File: src/rtl/scaler_pkg.sv
// ---------------------------------------------------------------------------
// scaler_pkg
// Shared definitions for the RGB scaler ratio path:
//   FRAC_W_DEFAULT : default number of ratio fraction bits
//   RATIO_ONE      : 1.0 in the default fixed-point format
//   state_t        : ratio generator FSM states
//   num_width()    : width of the dividend (destination field + fraction)
// ---------------------------------------------------------------------------
package scaler_pkg;

    localparam int FRAC_W_DEFAULT = 16;
    localparam int RATIO_ONE      = 1 << FRAC_W_DEFAULT;

    typedef enum logic [1:0] {
        ST_IDLE   = 2'd0,
        ST_LOAD   = 2'd1,
        ST_DIV    = 2'd2,
        ST_COMMIT = 2'd3
    } state_t;

    // The dividend is SRC << FRAC_W, and SRC fits in a dimension field.
    function automatic int num_width(input int dim_w, input int frac_w);
        return dim_w + frac_w;
    endfunction

endpackage

File: src/rtl/seq_divider.sv
// ---------------------------------------------------------------------------
// seq_divider
// Iterative restoring unsigned divider, one quotient bit per enabled step,
// MSB first. After NUM_W steps quotient = floor(num_in / den_in).
// Ports:
//   clk, rst_n : clock, asynchronous active-low reset
//   start      : load num_in/den_in, clear remainder and quotient
//   step       : perform one divide iteration
//   num_in     : dividend (NUM_W bits)
//   den_in     : divisor  (DIM_W bits)
//   quotient   : running / final quotient (NUM_W bits)
//   den_zero   : divisor captured at start was zero
// ---------------------------------------------------------------------------
module seq_divider #(
    parameter int NUM_W = 28,
    parameter int DIM_W = 12
) (
    input  logic             clk,
    input  logic             rst_n,
    input  logic             start,
    input  logic             step,
    input  logic [NUM_W-1:0] num_in,
    input  logic [DIM_W-1:0] den_in,
    output logic [NUM_W-1:0] quotient,
    output logic             den_zero
);

    logic [NUM_W-1:0] num_q, num_d;
    logic [DIM_W-1:0] den_q, den_d;
    logic [DIM_W:0]   rem_q, rem_d;
    logic [NUM_W-1:0] quo_q, quo_d;
    logic             zero_q, zero_d;

    logic [DIM_W:0]   rem_sh;
    logic             fits;

    // The remainder is always below the divisor, so its low DIM_W bits plus
    // the next dividend bit cover the shifted partial remainder.
    assign rem_sh = {rem_q[DIM_W-1:0], num_q[NUM_W-1]};
    assign fits   = (rem_sh >= {1'b0, den_q});

    always_comb begin
        num_d  = num_q;
        den_d  = den_q;
        rem_d  = rem_q;
        quo_d  = quo_q;
        zero_d = zero_q;
        if (start) begin
            num_d  = num_in;
            den_d  = den_in;
            rem_d  = '0;
            quo_d  = '0;
            zero_d = (den_in == '0);
        end else if (step) begin
            num_d = {num_q[NUM_W-2:0], 1'b0};
            rem_d = fits ? (rem_sh - {1'b0, den_q}) : rem_sh;
            quo_d = {quo_q[NUM_W-2:0], fits};
        end
    end

    always_ff @(posedge clk or negedge rst_n) begin
        if (!rst_n) begin
            num_q  <= '0;
            den_q  <= '0;
            rem_q  <= '0;
            quo_q  <= '0;
            zero_q <= 1'b0;
        end else begin
            num_q  <= num_d;
            den_q  <= den_d;
            rem_q  <= rem_d;
            quo_q  <= quo_d;
            zero_q <= zero_d;
        end
    end

    assign quotient = quo_q;
    assign den_zero = zero_q;

endmodule

File: src/rtl/scale_ratio_gen.sv
// ---------------------------------------------------------------------------
// scale_ratio_gen
// Frame-synchronous scale-ratio generator. On each falling edge of
// per_img_vsync it latches the destination size, computes
// floor(SRC * 2^FRAC_W / DST) for both axes with two lockstep sequential
// dividers, and publishes ratios plus shadowed dimensions atomically.
// Ports:
//   clk_in2          : processing clock
//   rst_n            : asynchronous active-low reset
//   per_img_vsync    : frame sync, falling edge requests an update
//   c_dst_img_width  : requested destination width
//   c_dst_img_height : requested destination height
//   C_X_RATIO        : horizontal step, unsigned fixed point, FRAC_W fraction
//   C_Y_RATIO        : vertical step
//   C_DST_IMG_WIDTH  : destination width in effect
//   C_DST_IMG_HEIGHT : destination height in effect
//   ratio_valid      : one-cycle pulse when the published outputs update
//   busy             : computation in progress (LOAD, DIV, COMMIT)
//   dim_err          : last commit contained a zero dimension
// ---------------------------------------------------------------------------
module scale_ratio_gen
    import scaler_pkg::*;
#(
    parameter int SRC_W   = 640,
    parameter int SRC_H   = 480,
    parameter int DIM_W   = 12,
    parameter int FRAC_W  = FRAC_W_DEFAULT,
    parameter int RATIO_W = 17
) (
    input  logic               clk_in2,
    input  logic               rst_n,
    input  logic               per_img_vsync,
    input  logic [DIM_W-1:0]   c_dst_img_width,
    input  logic [DIM_W-1:0]   c_dst_img_height,
    output logic [RATIO_W-1:0] C_X_RATIO,
    output logic [RATIO_W-1:0] C_Y_RATIO,
    output logic [DIM_W-1:0]   C_DST_IMG_WIDTH,
    output logic [DIM_W-1:0]   C_DST_IMG_HEIGHT,
    output logic               ratio_valid,
    output logic               busy,
    output logic               dim_err
);

    localparam int NUM_W = num_width(DIM_W, FRAC_W);
    localparam int CNT_W = $clog2(NUM_W + 1);

    localparam logic [NUM_W-1:0]   NUM_X     = NUM_W'(SRC_W) << FRAC_W;
    localparam logic [NUM_W-1:0]   NUM_Y     = NUM_W'(SRC_H) << FRAC_W;
    localparam logic [RATIO_W-1:0] RATIO_1P0 = RATIO_W'(1) << FRAC_W;
    localparam logic [NUM_W-1:0]   SAT_N     = (NUM_W'(1) << RATIO_W) - NUM_W'(1);
    localparam logic [DIM_W-1:0]   SRC_W_D   = DIM_W'(SRC_W);
    localparam logic [DIM_W-1:0]   SRC_H_D   = DIM_W'(SRC_H);

    state_t              state_q, state_d;
    logic                vsync_q;
    logic [CNT_W-1:0]    cnt_q, cnt_d;
    logic [DIM_W-1:0]    shad_w_q, shad_w_d, shad_h_q, shad_h_d;
    logic                pend_q, pend_d;
    logic [DIM_W-1:0]    pend_w_q, pend_w_d, pend_h_q, pend_h_d;
    logic [RATIO_W-1:0]  x_ratio_q, x_ratio_d, y_ratio_q, y_ratio_d;
    logic [DIM_W-1:0]    dst_w_q, dst_w_d, dst_h_q, dst_h_d;
    logic                valid_q, valid_d;
    logic                err_q, err_d;

    logic                fall;
    logic                div_start, div_step;
    logic [NUM_W-1:0]    quo_x, quo_y;
    logic                zero_x, zero_y;

    function automatic logic [RATIO_W-1:0] saturate(input logic [NUM_W-1:0] q);
        return (q > SAT_N) ? SAT_N[RATIO_W-1:0] : q[RATIO_W-1:0];
    endfunction

    assign fall      = vsync_q & ~per_img_vsync;
    assign div_start = (state_q == ST_LOAD);
    assign div_step  = (state_q == ST_DIV);

    seq_divider #(.NUM_W(NUM_W), .DIM_W(DIM_W)) u_div_x (
        .clk      (clk_in2),
        .rst_n    (rst_n),
        .start    (div_start),
        .step     (div_step),
        .num_in   (NUM_X),
        .den_in   (shad_w_q),
        .quotient (quo_x),
        .den_zero (zero_x)
    );

    seq_divider #(.NUM_W(NUM_W), .DIM_W(DIM_W)) u_div_y (
        .clk      (clk_in2),
        .rst_n    (rst_n),
        .start    (div_start),
        .step     (div_step),
        .num_in   (NUM_Y),
        .den_in   (shad_h_q),
        .quotient (quo_y),
        .den_zero (zero_y)
    );

    always_comb begin
        state_d   = state_q;
        cnt_d     = cnt_q;
        shad_w_d  = shad_w_q;
        shad_h_d  = shad_h_q;
        pend_d    = pend_q;
        pend_w_d  = pend_w_q;
        pend_h_d  = pend_h_q;
        x_ratio_d = x_ratio_q;
        y_ratio_d = y_ratio_q;
        dst_w_d   = dst_w_q;
        dst_h_d   = dst_h_q;
        valid_d   = 1'b0;
        err_d     = err_q;

        // A frame sync arriving mid-computation is parked; last one wins.
        // In COMMIT it is consumed directly below instead.
        if (fall && (state_q == ST_LOAD || state_q == ST_DIV)) begin
            pend_d   = 1'b1;
            pend_w_d = c_dst_img_width;
            pend_h_d = c_dst_img_height;
        end

        case (state_q)
            ST_IDLE: begin
                if (fall) begin
                    shad_w_d = c_dst_img_width;
                    shad_h_d = c_dst_img_height;
                    state_d  = ST_LOAD;
                end
            end
            ST_LOAD: begin
                cnt_d   = CNT_W'(NUM_W);
                state_d = ST_DIV;
            end
            ST_DIV: begin
                cnt_d = cnt_q - CNT_W'(1);
                if (cnt_q == CNT_W'(1)) begin
                    state_d = ST_COMMIT;
                end
            end
            ST_COMMIT: begin
                x_ratio_d = zero_x ? RATIO_1P0 : saturate(quo_x);
                y_ratio_d = zero_y ? RATIO_1P0 : saturate(quo_y);
                dst_w_d   = zero_x ? SRC_W_D : shad_w_q;
                dst_h_d   = zero_y ? SRC_H_D : shad_h_q;
                err_d     = zero_x | zero_y;
                valid_d   = 1'b1;
                if (pend_q || fall) begin
                    // A sync landing in this very cycle is newer than the buffer.
                    shad_w_d = fall ? c_dst_img_width  : pend_w_q;
                    shad_h_d = fall ? c_dst_img_height : pend_h_q;
                    pend_d   = 1'b0;
                    state_d  = ST_LOAD;
                end else begin
                    state_d  = ST_IDLE;
                end
            end
            default: state_d = ST_IDLE;
        endcase
    end

    always_ff @(posedge clk_in2 or negedge rst_n) begin
        if (!rst_n) begin
            state_q   <= ST_IDLE;
            vsync_q   <= 1'b0;
            cnt_q     <= '0;
            shad_w_q  <= SRC_W_D;
            shad_h_q  <= SRC_H_D;
            pend_q    <= 1'b0;
            pend_w_q  <= '0;
            pend_h_q  <= '0;
            x_ratio_q <= RATIO_1P0;
            y_ratio_q <= RATIO_1P0;
            dst_w_q   <= SRC_W_D;
            dst_h_q   <= SRC_H_D;
            valid_q   <= 1'b0;
            err_q     <= 1'b0;
        end else begin
            state_q   <= state_d;
            vsync_q   <= per_img_vsync;
            cnt_q     <= cnt_d;
            shad_w_q  <= shad_w_d;
            shad_h_q  <= shad_h_d;
            pend_q    <= pend_d;
            pend_w_q  <= pend_w_d;
            pend_h_q  <= pend_h_d;
            x_ratio_q <= x_ratio_d;
            y_ratio_q <= y_ratio_d;
            dst_w_q   <= dst_w_d;
            dst_h_q   <= dst_h_d;
            valid_q   <= valid_d;
            err_q     <= err_d;
        end
    end

    assign C_X_RATIO        = x_ratio_q;
    assign C_Y_RATIO        = y_ratio_q;
    assign C_DST_IMG_WIDTH  = dst_w_q;
    assign C_DST_IMG_HEIGHT = dst_h_q;
    assign ratio_valid      = valid_q;
    assign busy             = (state_q != ST_IDLE);
    assign dim_err          = err_q;

endmodule

File: config.mk
export PLATFORM = sky130hd
export DESIGN_NAME = scale_ratio_gen
export DESIGN_NICKNAME = d
export VERILOG_FILES = /design/src/rtl/scaler_pkg.sv /design/src/rtl/seq_divider.sv /design/src/rtl/scale_ratio_gen.sv
export SDC_FILE = /design/constraint.sdc
export NUM_CORES = 1
export LEC_CHECK = 0
export CAP_MARGIN = 20
export CORE_MARGIN = 5
export CORE_UTILIZATION = 54
export DETAILED_ROUTE_END_ITERATION = 10
export PLACE_DENSITY = 0.75
export SLEW_MARGIN = 20
export SYNTH_ARGS = -nofsm -noshare
export SYNTH_HDL_FRONTEND = slang
export SYNTH_SLANG_ARGS = --single-unit
File: constraint.sdc
create_clock -name clk_in2 -period 2.9 [get_ports clk_in2]
set_input_delay 0.87 -clock clk_in2 [delete_from_list [all_inputs] [get_ports clk_in2]]
set_output_delay 0.87 -clock clk_in2 [all_outputs]
set_load 0.005 [all_outputs]
==> key figures <==
STA
  – Setup ws final: 0.164 ns
  – Fin crit period: 2.74 ns
  – Max-slew violations: 0
  – Top achievable clock speed: 366 MHz
  – Final Cycle Share: 94.3%
  – Fin. Hold Viols: 0
  – Rel. slew slack: 49.4%
  – Final setup fails: 0
  – Unrepaired setup endpoints after global routing: false
  – Clock skew: 0.0197 ns
  – Worst-Margin Slew: 0.758 ns
  – Setup TNS: 0 ns
  – Worst hold slack: 0.321 ns

Global routing
  – First-pass GRT wire length: 37.5 mm
  – Largest net degree at the start of global routing: 82
  – Grt total ovfl: 0
  – Total GRT Usage: 20.0%
  – Vias in the first global route: 7,537
  – Initial antenna violation count: 0

Pwr
  – Pwr per Cell Area: 1150 nW/um^2
  – NetSw: 5520 uW
  – Sw Share: 38.0%
  – VDD IR-drop max: 0.726 mV
  – LEAKAGE: 0.00567 uW
  – Clock power frac: 20.7%
  – Power Internal: 9020 uW
  – Share of power burned in registers: 35.2%
  – Comb power frac: 44.1%

Routing
  – Residual DRC: 0
  – DR iter-0 viols: 349
  – Drt via density: 5.60
  – DRT Wirelength: 22.0 mm
  – DRT antenna net count: 0
  – DR pass1 iterations: 5
  – Post-DR wirelength/cell: 16.2 um
  – Via count: 7,599

Logic synthesis
  – Average size of a mapped cell: 10.7 um^2
  – Register area share after synthesis: 55.1%
  – Count leader, synth: dfrtp_1
  – Post-synthesis instance area: 10,700 um^2
  – Commonest cells post-synth: dfrtp_1, inv_1, o21ai_0
  – Ys async rst share: 100%
  – Mapped Nets: 1,061
  – Synth Warn #: 0
  – Synth Flop Type: dfrtp_1
  – Main area contributors after synthesis: dfrtp_1, o21ai_0, mux2i_1
  – Netlist cell types: 55
  – Most area-hungry cell type in the Yosys netlist: dfrtp_1
  – Synth Instances: 1,001
  – Number of synthesized register bits: 234
  – Yosys top cell area share: 51.6%
  – Post-synth EDFFs: 0

Placed design
  – DP Cell Count: 1,315
  – Routability cong.: 0.856
  – Placement Setup Slack: 0.282 ns
  – IO Port Bufs: 87
  – Detailed placement HPWL: 14.6 mm

Worst setup path
  – Worst path max stage delay: 0.45 ns
  – Worst Path Arrival: 1.87 ns
  – CP endpoint kind: output pin
  – Crit path top cell by count: inv_1
  – Crit path launch type: register
  – Crit-path cells: inv_1, ha_2, inv_1, clkdlybuf4s50_1
  – Crit Path Class: reg -> out
  – Cell at the slowest stage of the critical path: clkdlybuf4s50_1
  – Max FO, Critical Path: 4
  – Family with the most delay on the worst path: buffers and inverters
  – CP bufs+invs: 3
  – Worst EP required: 2.03 ns

Clock network
  – Postcts setup bufs: 0
  – H-tree Lvls: 1
  – Max Buffers Root-to-Sink: 3
  – CTS clk-pin slew, worst paths: 0.06 ns
  – Hold Buf Count CTS: 0
  – Worst-skew pair later-pin latency: 0.51 ns
  – Clk root buf: clkbuf_16
  – CTS tree: done
  – Sink Count: 234
  – Post-CTS sizing: 0
  – Num CTS Buffers: 24

Die
  – Die area: 22,700 um^2
  – Die Ht: 151 um
  – IO Pins: 88
  – Site row count: 51
  – Initial core utilization: 54.8%
  – CORE AREA: 19,500 um^2
  – DIE WIDTH: 151 um

Cells and area
  – Nets: 1,136
  – Antenna Cells: 0
  – Share of layout cells above drive strength 1: 10.1%
  – Final cell count without fillers: 1,358
  – Area Overhead vs Synth: 19.0%
  – Core Util, Final: 65.2%

Min path
  – Worst min path class: in -> async

Run status
  – Status: finished clean

Run
  – # Max-Cap Violations: 0
worst paths after layout:
kind                            slack [ns]              start  cells past startpoint            endpoint
worst min register to register        0.48  u_div_x.num_q[25]                      2   u_div_x.num_q[26]
worst min-delay path                  0.32              rst_n                      1       C_Y_RATIO[13]
worst max register to register        0.26   u_div_y.rem_q[5]                      8    u_div_y.rem_q[9]
min in group clk_in2                  0.48  u_div_x.num_q[25]                      2   u_div_x.num_q[26]
worst max-delay path                  0.16         state_q[1]                      4                busy
max in group asynchronous             1.81              rst_n                      2  C_DST_IMG_WIDTH[7]
cell usage in the layout, fill, tap and decap left out, types with 27 or more instances in the layout:
cell type,count
a21oi_1,43
a22o_1,35
clkdlybuf4s50_1,86
dfrtp_1,219
ha_1,28
inv_1,98
mux2_2,27
mux2i_1,46
nand2_1,74
nor2_1,47
o211ai_1,34
o21ai_0,95
logic make-up after synthesis:
kind of cell	count (synthesis)	share of synthesized area [%]
AO/OA/AOI/OAI	293	18.2
flip-flops	234	55.1
AND/OR/NAND/NOR	189	8.18
buffers and inverters	160	5.78
multiplexers	74	7.31
adder cells (fa/ha/maj)	33	4.01
XOR/XNOR	18	1.48
area by class of cell:
cell class	count	area [um^2]
clock buffer	36	717
clock inverter	7	62.6
fill	1549	6770
inverter	101	379
multi-input combinational	607	4210
sequential	234	5870
tap	265	332
timing repair buffer	108	1120
state kept, by name (all words and copies together), names as in the netlist, 17 cells and up:
register	flops
u_div_y.quotient	28
u_div_x.quotient	28
C_X_RATIO	17
C_Y_RATIO	17
power groups by stage:
stage	Clock (uW)	Combinational, uW	Sequential (uW)
floorplan	0	4520	4950
detailed placement	0	6400	5150
finish	3000	6410	5120
global route	3220	7160	5240
global placement	0	6210	5110
CTS	3070	6450	5110
per-layer routing:
metal	vias to the layer above	share of wire, %	global-route usage (%)
met5	-	0	0
met1	3709	49	30.7
met4	0	1.5	4.67
met2	204	44	30.5
met3	27	5.5	2.71
li1	3659	-	-
metrics by stage:
step                cell area, um^2  power [uW]
global route                  12700       15600
finish                        12700       14500
CTS                           12700       14600
floorplan                     10700        9460
detailed placement            11900       11600
global placement              11900       11300
Power figures use the tool's default switching activity.
